==> src/rtl/iec_sd_arbiter.sv <==
// ---------------------------------------------------------------------------
// iec_sd_arbiter
//
// Multi-drive SD request arbiter and mux for the IEC drive subsystem. Up to
// NDR drive cores (1541/1571/1581/DNP) each present an SD block request
// channel; this block picks one at a time with a round-robin grant, latches
// its direction and translated LBA/count, runs the request/ack handshake
// with the single host SD block interface, and aborts a request the host
// never acknowledges.
//
// Parameters
//   NDR      number of drive channels (1..8)
//   LBA_W    LBA width
//   CNT_W    block-count width (count minus one)
//   TIMEOUT  strobe cycles to wait for sd_ack before abort; 0 = never abort
//
// Ports
//   clk_sys       in   system clock, rising edge
//   reset         in   synchronous active-high reset
//   drv_type      in   4*NDR      per-drive type code, 4'b1111 = unconnected
//   drv_rd        in   NDR        per-drive read request (level)
//   drv_wr        in   NDR        per-drive write request (level)
//   drv_lba       in   LBA_W*NDR  per-drive LBA
//   drv_blk_cnt   in   CNT_W*NDR  per-drive block count minus one
//   drv_buff_din  in   8*NDR      per-drive write data
//   drv_ack       out  NDR        per-drive ack (sd_ack routed to the grantee)
//   sd_lba        out  LBA_W      host LBA
//   sd_blk_cnt    out  CNT_W      host block count
//   sd_rd         out  1          host read strobe (level)
//   sd_wr         out  1          host write strobe (level)
//   sd_ack        in   1          host ack
//   sd_buff_din   out  8          host write data from the granted drive
//   busy          out  1          transaction in progress
//   grant         out  3          granted drive index, valid while busy
//   timeout_err   out  NDR        one-cycle pulse on an aborted drive's bit
// ---------------------------------------------------------------------------
module iec_sd_arbiter #(
  parameter int          NDR     = 4,
  parameter int          LBA_W   = 32,
  parameter int          CNT_W   = 6,
  parameter logic [23:0] TIMEOUT = 24'd12000000
) (
  input  logic                   clk_sys,
  input  logic                   reset,
  input  logic [4*NDR-1:0]       drv_type,
  input  logic [NDR-1:0]         drv_rd,
  input  logic [NDR-1:0]         drv_wr,
  input  logic [LBA_W*NDR-1:0]   drv_lba,
  input  logic [CNT_W*NDR-1:0]   drv_blk_cnt,
  input  logic [8*NDR-1:0]       drv_buff_din,
  output logic [NDR-1:0]         drv_ack,
  output logic [LBA_W-1:0]       sd_lba,
  output logic [CNT_W-1:0]       sd_blk_cnt,
  output logic                   sd_rd,
  output logic                   sd_wr,
  input  logic                   sd_ack,
  output logic [7:0]             sd_buff_din,
  output logic                   busy,
  output logic [2:0]             grant,
  output logic [NDR-1:0]         timeout_err
);

  // A single-drive build still needs a one-bit index register.
  localparam int IDX_W = (NDR > 1) ? $clog2(NDR) : 1;

  typedef enum logic [1:0] {
    S_IDLE    = 2'd0,
    S_ISSUE   = 2'd1,
    S_XFER    = 2'd2,
    S_RELEASE = 2'd3
  } state_e;

  // 1581 images address 256-byte sectors in 512-byte SD blocks two at a
  // time, so the drive's LBA is doubled and the transfer is a fixed pair.
  function automatic logic [LBA_W-1:0] xlat_lba(input logic [1:0]       t,
                                                input logic [LBA_W-1:0] l);
    if (t == 2'b10) return l << 1;
    return l;
  endfunction

  function automatic logic [CNT_W-1:0] xlat_cnt(input logic [1:0]       t,
                                                input logic [CNT_W-1:0] c);
    if (t == 2'b10) return CNT_W'(1);
    return c;
  endfunction

  state_e             state_q, state_d;
  logic [IDX_W-1:0]   ptr_q, ptr_d;
  logic [IDX_W-1:0]   grant_q, grant_d;
  logic               dir_wr_q, dir_wr_d;
  logic [LBA_W-1:0]   lba_q, lba_d;
  logic [CNT_W-1:0]   cnt_q, cnt_d;
  logic [23:0]        tmo_q, tmo_d;
  logic               rd_q, rd_d;
  logic               wr_q, wr_d;
  logic [NDR-1:0]     terr_q, terr_d;

  logic [NDR-1:0]     req;
  logic               hit;
  logic [IDX_W-1:0]   hit_idx;
  logic               grant_req;
  logic               strobe_q;

  // Only connected drives take part in arbitration.
  always_comb begin
    for (int i = 0; i < NDR; i++) begin
      req[i] = (drv_rd[i] | drv_wr[i]) && (drv_type[4*i +: 4] != 4'b1111);
    end
  end

  // Round-robin search starting one past the last served drive. The last
  // candidate visited is the pointer itself, so a drive that keeps its
  // request up is served again only after every other requester.
  always_comb begin
    hit     = 1'b0;
    hit_idx = '0;
    for (int k = 1; k <= NDR; k++) begin
      if (!hit && req[(int'(ptr_q) + k) % NDR]) begin
        hit     = 1'b1;
        hit_idx = IDX_W'((int'(ptr_q) + k) % NDR);
      end
    end
  end

  // The grantee's raw request; the type is not re-checked so a type change
  // mid-transaction cannot cancel it.
  assign grant_req = drv_rd[grant_q] | drv_wr[grant_q];
  assign strobe_q  = rd_q | wr_q;

  // Next-state logic. The strobe is registered one cycle behind ISSUE entry,
  // so the host sees the latched LBA/count a cycle before the strobe and the
  // request-to-strobe latency is two cycles. The timeout counter only runs
  // while the strobe is actually presented to the host.
  always_comb begin
    state_d  = state_q;
    ptr_d    = ptr_q;
    grant_d  = grant_q;
    dir_wr_d = dir_wr_q;
    lba_d    = lba_q;
    cnt_d    = cnt_q;
    tmo_d    = '0;
    rd_d     = 1'b0;
    wr_d     = 1'b0;
    terr_d   = '0;

    unique case (state_q)
      S_IDLE: begin
        if (hit) begin
          grant_d  = hit_idx;
          // Read wins when both levels are up.
          dir_wr_d = drv_wr[hit_idx] & ~drv_rd[hit_idx];
          lba_d    = xlat_lba(drv_type[4*int'(hit_idx) +: 2],
                              drv_lba[LBA_W*int'(hit_idx) +: LBA_W]);
          cnt_d    = xlat_cnt(drv_type[4*int'(hit_idx) +: 2],
                              drv_blk_cnt[CNT_W*int'(hit_idx) +: CNT_W]);
          state_d  = S_ISSUE;
        end
      end

      S_ISSUE: begin
        if (sd_ack) begin
          state_d = S_XFER;
        end else if (!grant_req) begin
          ptr_d   = grant_q;
          state_d = S_IDLE;
        end else if ((TIMEOUT != 24'd0) && strobe_q &&
                     (tmo_q == TIMEOUT - 24'd1)) begin
          terr_d[grant_q] = 1'b1;
          ptr_d           = grant_q;
          state_d         = S_IDLE;
        end else begin
          tmo_d = strobe_q ? tmo_q + 24'd1 : tmo_q;
          rd_d  = ~dir_wr_q;
          wr_d  = dir_wr_q;
        end
      end

      S_XFER: begin
        if (!sd_ack) begin
          ptr_d   = grant_q;
          state_d = S_RELEASE;
        end
      end

      S_RELEASE: begin
        // One quiet cycle so the drive observes its ack low before any
        // re-grant can happen.
        state_d = S_IDLE;
      end

      default: begin
        state_d = S_IDLE;
      end
    endcase
  end

  always_ff @(posedge clk_sys) begin
    if (reset) begin
      state_q  <= S_IDLE;
      ptr_q    <= '0;
      grant_q  <= '0;
      dir_wr_q <= 1'b0;
      lba_q    <= '0;
      cnt_q    <= '0;
      tmo_q    <= '0;
      rd_q     <= 1'b0;
      wr_q     <= 1'b0;
      terr_q   <= '0;
    end else begin
      state_q  <= state_d;
      ptr_q    <= ptr_d;
      grant_q  <= grant_d;
      dir_wr_q <= dir_wr_d;
      lba_q    <= lba_d;
      cnt_q    <= cnt_d;
      tmo_q    <= tmo_d;
      rd_q     <= rd_d;
      wr_q     <= wr_d;
      terr_q   <= terr_d;
    end
  end

  // Host ack is routed straight through to the grantee while the handshake
  // is open; other drives never see it.
  always_comb begin
    drv_ack = '0;
    if ((state_q == S_ISSUE) || (state_q == S_XFER)) begin
      drv_ack[grant_q] = sd_ack;
    end
  end

  assign busy        = (state_q != S_IDLE);
  assign sd_buff_din = busy ? drv_buff_din[8*int'(grant_q) +: 8] : 8'd0;
  assign grant       = 3'(grant_q);
  assign sd_rd       = rd_q;
  assign sd_wr       = wr_q;
  assign sd_lba      = lba_q;
  assign sd_blk_cnt  = cnt_q;
  assign timeout_err = terr_q;

endmodule

==> config.mk <==
export PLATFORM = sky130hd
export DESIGN_NAME = iec_sd_arbiter
export DESIGN_NICKNAME = d
export VERILOG_FILES = /design/src/rtl/iec_sd_arbiter.sv
export SDC_FILE = /design/constraint.sdc
export NUM_CORES = 1
export LEC_CHECK = 0
export ABC_AREA = 1
export BUFFER_PORTS_ARGS = -buffer_cell sky130_fd_sc_hd__buf_4
export CAP_MARGIN = 0
export CORE_MARGIN = 2
export CORE_UTILIZATION = 35
export DETAILED_ROUTE_END_ITERATION = 12
export PLACE_DENSITY = 0.66
export SLEW_MARGIN = 0
export SYNTH_ARGS = -nofsm -noshare
export SYNTH_HDL_FRONTEND = slang
export SYNTH_SLANG_ARGS = --single-unit
==> constraint.sdc <==
create_clock -name clk_sys -period 3.15 [get_ports clk_sys]
set_input_delay 0.315 -clock clk_sys [delete_from_list [all_inputs] [get_ports clk_sys]]
set_output_delay 0.315 -clock clk_sys [all_outputs]
set_load 0.1 [all_outputs]
==> flow_metrics.tcl <==
set metrics [dict create \
    port_buffers 269 \
    dp.final_hpwl_mm 15.4 \
    postCtsSetupBuffers 0 \
    drtPass1Iterations 5 \
    cp.required_ps 3390 \
    num_rows 48 \
    worstPathMaxFanout 36 \
    hp-class "input port to flop" \
    drt_iter0_markers 360 \
    cp-end-kind "flop" \
    antenna_found_initial 0 \
    period_share 0.892 \
    drive_gt1_frac 0.244 \
    synthFlopType "dfxtp_1" \
    setup-violations-final 0 \
    hp-start "sd_ack" \
    ant_nets 0 \
    clkSinkCount 75 \
    fill_cells 1906 \
    drc_errors 0 \
    fp.dieH_microns 136 \
    cts_root_buffer "clkbuf_16" \
    coreArea_sq_mm 0.0172 \
    synth_warnings 0 \
    ys_seq_area_frac 0.246 \
    synthArstFlopShare 0 \
    pwr-share-clk 0.136 \
    r2r-start "ptr_q[0]$_SDFFE_PP0P_" \
    grt_pass1_vias 6792 \
    cap_violations 0 \
    syn_area_sq_mm 0.00611 \
    final_net_count 1557 \
    fin_skew_ps 10.7 \
    cts.path.max_buffers 2 \
    post_cts_resized 0 \
    p_int_uw 3650 \
    arrival_ps 3050 \
    setup_tns_ps 0 \
    seq_power_share 0.154 \
    cp-start-kind "flop" \
    p_leak_uw 0.00490 \
    ys_types 39 \
    gp_congestion 0.834 \
    p_comb_frac 0.710 \
    hold_violations 0 \
    cts_buffers 9 \
    syn_inst 1102 \
    worst_pin_slew_ps 703 \
    cts-htree-levels 3 \
    clock_latency_ps 340 \
    pin_count 271 \
    cts_tree "done" \
    utilization 0.505 \
    place_area_sq_mm 0.00833 \
    synth_edf_count 0 \
    cts_hold_buf 0 \
    min_period_ps 2810 \
    syn_nets 1317 \
    synth_seq_cells 75 \
    path_class "flop to flop" \
    avgSynthCellArea_sq_um 5.55 \
    rsz0062_at_grt "no" \
    clkTransAtPathRegs_ps 60 \
    grt_max_degree 79 \
    die_area_sq_mm 0.0185 \
    wl_mm 20.4 \
    start_util 0.356 \
    fmax_ghz 0.356 \
    vias 7465 \
    power_density_mw_per_mm2 999 \
    viasPerCell 4.75 \
    status "complete, no violations" \
    gr-total-overflow 0 \
    switching_share 0.579 \
    track_usage 0.219 \
    grt_pass1_wl_mm 32.5 \
    crit_start "ptr_q[0]$_SDFFE_PP0P_" \
    fp.dieW_microns 136 \
    diodes 0 \
    p_total_uw 8670 \
    area_growth_syn_to_layout_pct 41.9 \
    switching_power_uw 5010 \
    drv_slew 0 \
    fin_area_sq_mm 0.00867 \
    wl_per_cell_microns 13.0 \
    vdd_drop_max_v 0.000635 \
    slew_headroom 0.528 \
]
## cells in the final DEF (no fill, tap or decap), types with 3 or more instances in the layout
cell	synthesis	layout
buf_12	0	3
nor2_1	106	106
nand3_1	213	213
inv_2	4	5
a31oi_2	0	8
ha_1	4	4
clkbuf_8	0	3
or2_1	3	3
nor3_1	11	11
nand2_2	3	3
nor4_1	5	5
clkbuf_16	0	9
nand4_1	6	6
buf_4	14	285
a22oi_1	8	8
inv_1	223	222
a21oi_1	29	29
nand3b_1	17	17
o21ai_0	14	14
nand2_1	287	287
dfxtp_1	75	75
xor2_1	4	4
## cell type report
class / count / area (sq um) / share of cell area
clock buffer: 13 / 270 / 0.0312
clock inverter: 3 / 68.8 / 0.00793
inverter: 229 / 860 / 0.0991
multi-input combinational: 739 / 3490 / 0.403
sequential: 75 / 1500 / 0.173
tap: 225 / 282 / 0.0325
timing repair buffer: 288 / 2200 / 0.254
## cell usage after synthesis, types with 3 or more instances
cell type / instances / area (sq um)
nand2_1: 287 / 1080
inv_1: 223 / 837
nand3_1: 213 / 1070
nor2_1: 106 / 398
dfxtp_1: 75 / 1500
a21oi_1: 29 / 145
buf_2: 22 / 110
clkbuf_1: 17 / 63.8
nand3b_1: 17 / 128
buf_4: 14 / 105
o21ai_0: 14 / 70.1
nor3_1: 11 / 55.1
a31oi_1: 9 / 56.3
a22oi_1: 8 / 60.1
nand4_1: 6 / 37.5
nor4_1: 5 / 31.3
buf_1: 4 / 15.0
ha_1: 4 / 50.1
inv_2: 4 / 15.0
xor2_1: 4 / 35.0
nand2_2: 3 / 18.8
or2_1: 3 / 18.8
## sequential cells by signal, indices dropped and copies added, names as in the netlist, named ones only
name,flops
sd_lba,32
tmo_q,24
sd_blk_cnt,6
timeout_err,4
grant_q,2
ptr_q,2
dir_wr_q,1
sd_rd,1
sd_wr,1
state_q,1
## worst max-delay path: stages (launching register included)
cell,delay [ps]
dfxtp_1,550
inv_2,140
nand3_1,130
nand2_1,110
o21ai_4,220
nand4_4,160
nand2_1,120
nand2_2,90
nand2_2,180
buf_4,400
nand2_1,100
nand3_1,120
nand2_1,90
nand2_1,70
nand3_1,70
nand2_1,90
inv_1,40
## path summary, 6_finish.rpt
path                             endpoint  slack, ps  cells past startpoint
setup / recovery  sd_lba[29]$_SDFFE_PP0P_        340                     16
hold / removal                       flop        290                      3
setup reg to reg  sd_lba[29]$_SDFFE_PP0P_        340                     16
hold reg to reg          sd_wr$_SDFF_PP0_        450                      2
## power by group through the flow
stage,Sequential (uW),Clock (uW),Combinational (uW)
3_3_place_gp,1360,0,6150
5_1_grt,1370,1250,6740
4_1_cts,1340,1210,6190
3_5_place_dp,1360,0,6170
2_1_floorplan,2760,0,3380
6_report,1340,1170,6150
## logic make-up (layout without fill, tap and decap cells)
| logic type | count (synthesis) | after routing | synth area share |
|---|---|---|---|
| XOR/XNOR | 7 | 7 | 0.0113 |
| AND/OR/NAND/NOR | 660 | 660 | 0.476 |
| other | 1 | 1 | 0.000614 |
| AO/OA/AOI/OAI | 67 | 67 | 0.0657 |
| adder cells (fa/ha/maj) | 4 | 4 | 0.00819 |
| buffers and inverters | 288 | 533 | 0.192 |
| flip-flops | 75 | 75 | 0.246 |
## per-stage QoR
step	instances	worst slack (ps)	hold slack [ps]
6_report	1572	342	285
5_1_grt	1572	126	309
2_1_floorplan	1102	125	410
3_5_place_dp	1556	413	449
4_1_cts	1572	432	270
3_3_place_gp	1556	484	446
## routing by layer
layer  global-route usage  vias up  share of wire
li1                     -     3878              -
met1                0.251     3311           0.41
met2                0.389      256           0.49
met3               0.0809       20          0.097
met4               0.0457        0          0.011
met5                    0        -              0
(Power assumes the default switching activity.)
